[config.mk]
export PLATFORM = sky130hd
export DESIGN_NAME = result_packer_flat
export DESIGN_NICKNAME = d
export VERILOG_FILES = /design/src/rtl/vae_pkg.sv /design/src/rtl/result_packer_if.sv /design/src/rtl/sync_fifo.sv /design/src/rtl/result_packer.sv /design/src/flat_wrapper.sv
export SDC_FILE = /design/constraint.sdc
export NUM_CORES = 1
export LEC_CHECK = 0
export ABC_AREA = 1
export CORE_ASPECT_RATIO = 1.1
export CORE_MARGIN = 2
export CORE_UTILIZATION = 56
export DETAILED_ROUTE_END_ITERATION = 12
export HOLD_SLACK_MARGIN = 0.08
export PLACE_DENSITY_LB_ADDON = 0.3
export SYNTH_ARGS = -nofsm -noshare
export SYNTH_HDL_FRONTEND = slang
export SYNTH_HIERARCHICAL = 1
export SYNTH_SLANG_ARGS = --single-unit
[constraint.sdc]
create_clock -name clk -period 12.75 [get_ports clk]
set_input_delay 2.55 -clock clk [delete_from_list [all_inputs] [get_ports clk]]
set_output_delay 2.55 -clock clk [all_outputs]
set_load 0.02 [all_outputs]
[src/rtl/vae_pkg.sv]
// Shared constants and the packed output word type for the VAE result path.
package vae_pkg;

    localparam int DATA_W     = 16;
    localparam int LANES      = 4;
    localparam int OUT_W      = DATA_W * LANES;
    localparam int LANE_IDX_W = $clog2(LANES);

    typedef struct packed {
        logic [OUT_W-1:0] data;
        logic [LANES-1:0] keep;
        logic             last;
    } pack_word_t;

    localparam int PACK_W = $bits(pack_word_t);

endpackage

[src/rtl/result_packer_if.sv]
// Packed-word stream from the result packer towards the DMA write channel.
interface result_packer_if;
    import vae_pkg::*;

    logic             out_valid;
    logic             out_ready;
    logic [OUT_W-1:0] out_data;
    logic [LANES-1:0] out_keep;
    logic             out_last;

    modport master (
        output out_valid,
        output out_data,
        output out_keep,
        output out_last,
        input  out_ready
    );

    modport slave (
        input  out_valid,
        input  out_data,
        input  out_keep,
        input  out_last,
        output out_ready
    );

endinterface

[src/rtl/sync_fifo.sv]
// First-word fall-through synchronous FIFO with full/empty/level and sync active-low reset.
module sync_fifo #(
    parameter int WIDTH = 8,
    parameter int DEPTH = 4
) (
    input  logic                   clk,
    input  logic                   rst_n,
    input  logic                   push,
    input  logic [WIDTH-1:0]       push_data,
    input  logic                   pop,
    output logic [WIDTH-1:0]       pop_data,
    output logic                   full,
    output logic                   empty,
    output logic [$clog2(DEPTH):0] level
);

    localparam int AW = $clog2(DEPTH);

    logic [WIDTH-1:0] mem [DEPTH];
    logic [AW-1:0]    wr_ptr;
    logic [AW-1:0]    rd_ptr;
    logic [AW:0]      count;
    logic             wr_en;
    logic             rd_en;

    assign full  = (count == (AW+1)'(DEPTH));
    assign empty = (count == '0);
    assign level = count;

    // A full FIFO still takes a push when the head leaves in the same cycle.
    assign wr_en = push && (!full || pop);
    assign rd_en = pop && !empty;

    // Empty FIFO presents zero so stale storage never reaches the bus.
    assign pop_data = empty ? '0 : mem[rd_ptr];

    always_ff @(posedge clk) begin
        if (!rst_n) begin
            wr_ptr <= '0;
            rd_ptr <= '0;
            count  <= '0;
        end else begin
            if (wr_en) wr_ptr <= wr_ptr + AW'(1);
            if (rd_en) rd_ptr <= rd_ptr + AW'(1);
            case ({wr_en, rd_en})
                2'b10:   count <= count + (AW+1)'(1);
                2'b01:   count <= count - (AW+1)'(1);
                default: count <= count;
            endcase
        end
    end

    // NOTE: storage is deliberately not reset; the pointers and count define validity.
    always_ff @(posedge clk) begin
        if (wr_en) mem[wr_ptr] <= push_data;
    end

endmodule

[src/rtl/result_packer.sv]
// Packs 16-bit MAC results four to a 64-bit word and streams them to the DMA writer.
// Optional RESULT_PACKER_DROP_CNT_EN adds a saturating drop_cnt output.
module result_packer
    import vae_pkg::*;
#(
    parameter int FIFO_DEPTH = 4
) (
    input  logic                        clk,
    input  logic                        rst_n,
    input  logic                        in_valid,
    input  logic [DATA_W-1:0]           in_data,
    input  logic                        flush,
    input  logic                        clr,
    result_packer_if.master             out_if,
    output logic [$clog2(FIFO_DEPTH):0] fifo_level,
    output logic                        ovf
`ifdef RESULT_PACKER_DROP_CNT_EN
    ,
    output logic [15:0]                 drop_cnt
`endif
);

    localparam logic [LANE_IDX_W-1:0] LAST_LANE = LANE_IDX_W'(LANES - 1);

    logic [LANES-1:0][DATA_W-1:0] lanes_q, lanes_nxt;
    logic [LANES-1:0]             keep_q, keep_nxt;
    logic [LANE_IDX_W-1:0]        idx_q, idx_nxt;
    logic                         push;
    logic                         pop;
    logic                         drop;
    logic                         fifo_full;
    logic                         fifo_empty;
    logic                         fifo_rst_n;
    pack_word_t                   push_word;
    pack_word_t                   head_word;

    // NOTE: every combinational output gets a default first so no latch is inferred.
    always_comb begin
        lanes_nxt = lanes_q;
        keep_nxt  = keep_q;
        idx_nxt   = idx_q;
        push_word = '0;

        if (in_valid) begin
            lanes_nxt[idx_q] = in_data;
            keep_nxt[idx_q]  = 1'b1;
        end

        // A completing input and a flush in one cycle yield a single last word.
        push           = (in_valid && idx_q == LAST_LANE) || flush;
        push_word.data = lanes_nxt;
        push_word.keep = keep_nxt;
        push_word.last = flush;

        if (push) begin
            lanes_nxt = '0;
            keep_nxt  = '0;
            idx_nxt   = '0;
        end else if (in_valid) begin
            idx_nxt = idx_q + LANE_IDX_W'(1);
        end
    end

    // NOTE: state registers use non-blocking assignments only; the comb block above uses blocking.
    always_ff @(posedge clk) begin
        if (!rst_n || clr) begin
            lanes_q <= '0;
            keep_q  <= '0;
            idx_q   <= '0;
            ovf     <= 1'b0;
        end else begin
            lanes_q <= lanes_nxt;
            keep_q  <= keep_nxt;
            idx_q   <= idx_nxt;
            if (drop) ovf <= 1'b1;
        end
    end

    assign pop        = out_if.out_valid && out_if.out_ready;
    assign drop       = push && fifo_full && !pop;
    assign fifo_rst_n = rst_n && !clr;

    sync_fifo #(
        .WIDTH (PACK_W),
        .DEPTH (FIFO_DEPTH)
    ) u_fifo (
        .clk       (clk),
        .rst_n     (fifo_rst_n),
        .push      (push),
        .push_data (push_word),
        .pop       (pop),
        .pop_data  (head_word),
        .full      (fifo_full),
        .empty     (fifo_empty),
        .level     (fifo_level)
    );

    assign out_if.out_valid = !fifo_empty;
    assign out_if.out_data  = head_word.data;
    assign out_if.out_keep  = head_word.keep;
    assign out_if.out_last  = head_word.last;

`ifdef RESULT_PACKER_DROP_CNT_EN
    always_ff @(posedge clk) begin
        if (!rst_n || clr) begin
            drop_cnt <= '0;
        end else if (drop && drop_cnt != 16'hFFFF) begin
            drop_cnt <= drop_cnt + 16'd1;
        end
    end
`endif

endmodule

[src/flat_wrapper.sv]
// flat-port wrapper written by rule: the top's interface ports become plain ports
module result_packer_flat import vae_pkg::*;
#(
    parameter int FIFO_DEPTH = 4
)
  (clk, rst_n, in_valid, in_data, flush, clr, fifo_level, ovf, out_if_out_valid, out_if_out_data, out_if_out_keep, out_if_out_last, out_if_out_ready);
  result_packer_if out_if_i ();
  input  logic clk;
  input  logic rst_n;
  input  logic in_valid;
  input  logic [DATA_W-1:0] in_data;
  input  logic flush;
  input  logic clr;
  output logic [$clog2(FIFO_DEPTH):0] fifo_level;
  output logic ovf;
  output wire logic [$bits(out_if_i.out_valid)-1:0] out_if_out_valid;
  output wire logic [$bits(out_if_i.out_data)-1:0] out_if_out_data;
  output wire logic [$bits(out_if_i.out_keep)-1:0] out_if_out_keep;
  output wire logic [$bits(out_if_i.out_last)-1:0] out_if_out_last;
  input wire logic [$bits(out_if_i.out_ready)-1:0] out_if_out_ready;
  assign out_if_out_valid = out_if_i.out_valid;
  assign out_if_out_data = out_if_i.out_data;
  assign out_if_out_keep = out_if_i.out_keep;
  assign out_if_out_last = out_if_i.out_last;
  assign out_if_i.out_ready = out_if_out_ready;
  result_packer #(.FIFO_DEPTH(FIFO_DEPTH)) u_core (.clk(clk), .rst_n(rst_n), .in_valid(in_valid), .in_data(in_data), .flush(flush), .clr(clr), .out_if(out_if_i), .fifo_level(fifo_level), .ovf(ovf));
endmodule
==> results by group <==
Synthesis
  – Number of storage elements in the synthesis netlist: 356
  – Cells after synthesis: 1338
  – Synthesized netlist net count: 1370
  – Simple-gate area share of the yosys netlist: 12.38%
  – Area fraction in compound gates after synthesis: 10.02%
  – Main combinational cell family by area after synthesis: simple AND/OR/NAND/NOR gates
  – Count of distinct cell types in the synthesized netlist: 24
  – Count of warnings emitted by yosys: 6
  – Xor/xnor share of the synthesized area: 0%
  – Mux cell area share after synthesis: 0%
  – Portion of the post-synthesis area used by sequential elements: 68.98%
  – Post-synthesis adder-cell area fraction: 0.9250%
  – Per-instance average area after synthesis: 10.72 µm²
  – Post-synth design cell area: 0.01434 mm²

Run status
  – Status: finished clean

Worst setup path
  – Highest net fanout along the worst path: 70
  – Cell chain of the critical path: buf_4 > inv_2 > buf_4 > nor2_1 > o21ai_0 > a21oi_1 > clkdlybuf4s50_1
  – CP arrival: 3740 ps
  – Slowest Stage Delay on Critical Path: 710 ps
  – Slowest-stage cell, CP: sky130_fd_sc_hd__buf_4
  – Reg2reg path depth: 12
  – Capture instance of the worst register-to-register path: u_core/u_fifo/mem[3][40]
  – CP endpoint kind: primary output
  – Register-to-register setup slack: 8410 ps
  – Library cell appearing most often on the critical path: sky130_fd_sc_hd__buf_4
  – Timing endpoint of the critical path: out_if_out_keep[2]
  – Reg-to-reg critical path startpoint: u_core/u_fifo/level[1]
  – Endpoint required time on the critical path: 10200 ps
  – Worst setup SP type: flop
  – Type of the worst setup path: reg -> out

Placed design
  – Placed Instance Area: 0.01533 mm²
  – DP Wirelength: 16700 µm
  – Port Buffer Count: 95
  – GP Congestion: 0.7781

Layout
  – ANT cells: 0
  – Layout overhead on the synthesized area: 15.21%
  – Filler Cells Inserted: 1879
  – Commonest cells after routing, fill and taps aside: 350 x sky130_fd_sc_hd__nor2_1, 276 x sky130_fd_sc_hd__edfxtp_1, 158 x sky130_fd_sc_hd__inv_1
  – Most common library cell in the layout ignoring fill and taps: sky130_fd_sc_hd__nor2_1
  – Final design area excluding fillers: 0.01652 mm²
  – Proportion of layout cells with a drive suffix above 1: 5.936%
  – Post-layout util: 65.39%
  – Layout net count: 1438

Clocking
  – TritonCTS clock tree: yes
  – Clock latency on the worst-skew pair: 510 ps
  – Count of clock tree sinks: 356
  – CTS H-Tree Depth: 2
  – Clock root buffer master: sky130_fd_sc_hd__clkbuf_16
  – Post-CTS setup buffers: 0
  – Clock-pin slew on the worst setup and hold paths: 60 ps
  – Max Root-Sink Buffers: 3
  – Hold buffer count at cts: 0
  – Count of cells resized by post-cts repair: 0
  – Clock buffer count from CTS: 34

Routing
  – Residual antenna-violating net count after detailed routing: 0
  – Routed length on met1: 12310 µm
  – Detailed-routing iteration count for the pre-antenna-repair pass: 5
  – DRC violation count after routing: 0
  – Vias per std cell: 5.301
  – Wire length after detailed routing: 30890 µm
  – Final routed wire length divided by cell count: 17.37 µm
  – Routed wl met2: 15380 µm
  – Uppermost layer routed: met4
  – Met3 routed WL: 2156 µm
  – Routed vias: 9425
  – Count of routing violations after the opening detailed-route iteration: 928

Worst hold path
  – Depth of the worst hold-timing path: 2
  – Startpoint of the lowest-slack hold path: u_core/keep_q[3]
  – Kind of path behind the tightest hold check: reg -> reg

Timing
  – Final period util: 49.36%
  – Fin Clk Skew: 19.30 ps
  – Fmax: 158.9 MHz
  – Final min period: 6293 ps
  – Count of endpoints failing setup in the final report: 0
  – Headroom to the max-slew limit: 18.85%
  – Setup repair after global routing missed its margin: false
  – Total count of hold-check failures in the final report: 0
  – Worst-Margin Slew: 1217 ps
  – Total negative slack for setup checks: 0 ps
  – Final number of max-transition violations: 0

Pwr
  – Total leakage power: 6.492 nW
  – Worst VDD drop: 0.00007777 V
  – Power per cell area: 149.2 mW/mm²

Floorplan
  – Row Count: 61
  – Core footprint: 0.02526 mm²
  – Floorplan die height: 171.8 µm
  – Die outline area: 0.02690 mm²
  – I/O pin cnt: 96
  – Die outline width: 156.6 µm
  – Starting utilization of the core area: 56.75%

Global route
  – Grt ovf: 0
  – Combined global-route utilization of all metal layers: 23.37%
  – Initial antenna violation count: 0
  – Largest net degree at the start of global routing: 107
  – Global-route wire length before repair: 48100 µm
  – Vias in the first global route: 9543

Flow run
  – Max-cap violation count: 0
power breakdown:
group	total, mW	internal, mW	switching (mW)
registers	1.28	1.27	0.00708
logic	0.139	0.0449	0.0939
clock network	1.05	0.635	0.411
metal layers:
| layer | GRT usage [%] | up-vias |
|---|---|---|
| li1 | - | 4553 |
| met1 | 28.84 | 4447 |
| met2 | 40.89 | 353 |
| met3 | 3.956 | 72 |
| met4 | 9.852 | 0 |
| met5 | 0 | - |
layout make-up:
class | instances | area [µm²] | share of cell area, %
Clock buffer | 46 | 999.7 | 6.052
Clock inverter | 16 | 191.4 | 1.159
Inverter | 161 | 606.8 | 3.674
Multi-Input combinational cell | 749 | 3374 | 20.43
Sequential cell | 356 | 9894 | 59.90
Tap cell | 346 | 432.9 | 2.621
Timing Repair Buffer | 104 | 1018 | 6.166
kinds of logic after synthesis:
logic type                 count (synthesis)
AOI/OAI and AO/OA                        284
and+or+nand+nor                          455
adders and majority gates                 10
DFF                                      356
buffers and inverters                    233
registers in the layout, indices dropped and copies added (netlist names), named ones only:
signal / flops
u_core/u_fifo/rd_ptr: 2
u_core/u_fifo/level: 3
u_core/u_fifo/mem: 276
u_core/idx_q: 2
u_core/lanes_q: 64
u_core/u_fifo/wr_ptr: 2
u_core/ovf: 1
u_core/keep_q: 4
critical path, delay by kind of cell (launching register included):
| kind | cells | cell delay (ps) |
|---|---|---|
| buffers and inverters | 4 | 2340 |
| AO/OA/AOI/OAI | 2 | 390 |
| flip-flops | 1 | 310 |
| AND/OR/NAND/NOR | 1 | 170 |
how the worst min path moves through the flow:
| stage | end | slack, ps |
|---|---|---|
| 2_1_floorplan | u_core/keep_q[3] | 420 |
| 3_3_place_gp | u_core/keep_q[3] | 430 |
| 3_5_place_dp | u_core/keep_q[1] | 450 |
| 4_1_cts | u_core/keep_q[3] | 460 |
| 5_1_grt | u_core/keep_q[3] | 480 |
| 6_report | u_core/keep_q[3] | 460 |
cells in the mapped netlist:
library cell / count / area share (%)
sky130_fd_sc_hd__a21oi_1: 76 / 2.7
sky130_fd_sc_hd__a21oi_2: 4 / 0.24
sky130_fd_sc_hd__buf_1: 3 / 0.079
sky130_fd_sc_hd__buf_2: 6 / 0.21
sky130_fd_sc_hd__buf_4: 15 / 0.79
sky130_fd_sc_hd__buf_6: 22 / 1.7
sky130_fd_sc_hd__clkbuf_1: 26 / 0.68
sky130_fd_sc_hd__dfxtp_1: 80 / 11
sky130_fd_sc_hd__edfxtp_1: 276 / 58
sky130_fd_sc_hd__fa_1: 1 / 0.14
sky130_fd_sc_hd__ha_1: 9 / 0.79
sky130_fd_sc_hd__inv_1: 158 / 4.1
sky130_fd_sc_hd__inv_2: 3 / 0.079
sky130_fd_sc_hd__nand2_1: 86 / 2.3
sky130_fd_sc_hd__nand2_4: 3 / 0.24
sky130_fd_sc_hd__nand2_8: 1 / 0.14
sky130_fd_sc_hd__nand3_1: 7 / 0.24
sky130_fd_sc_hd__nand3_4: 1 / 0.12
sky130_fd_sc_hd__nor2_1: 354 / 9.3
sky130_fd_sc_hd__nor2_2: 1 / 0.044
sky130_fd_sc_hd__nor3_1: 1 / 0.035
sky130_fd_sc_hd__o21ai_0: 130 / 4.5
sky130_fd_sc_hd__o21ai_1: 74 / 2.6
sky130_fd_sc_hd__or2_2: 1 / 0.044
metrics by stage:
stage                     setup WS (ps)  hold WS (ps)  std cells  power, mW
after floorplan                    6306         416.0       1338      1.384
after global placement             6647         427.9       1716      1.439
after detailed placement           6578         450.1       1716      1.442
after CTS                          6461         462.4       1778      2.478
after global routing               6283         480.7       1778      2.536
final                              6457         456.9       1778      2.464
No activity file was read; power rests on OpenSTA's default activity.
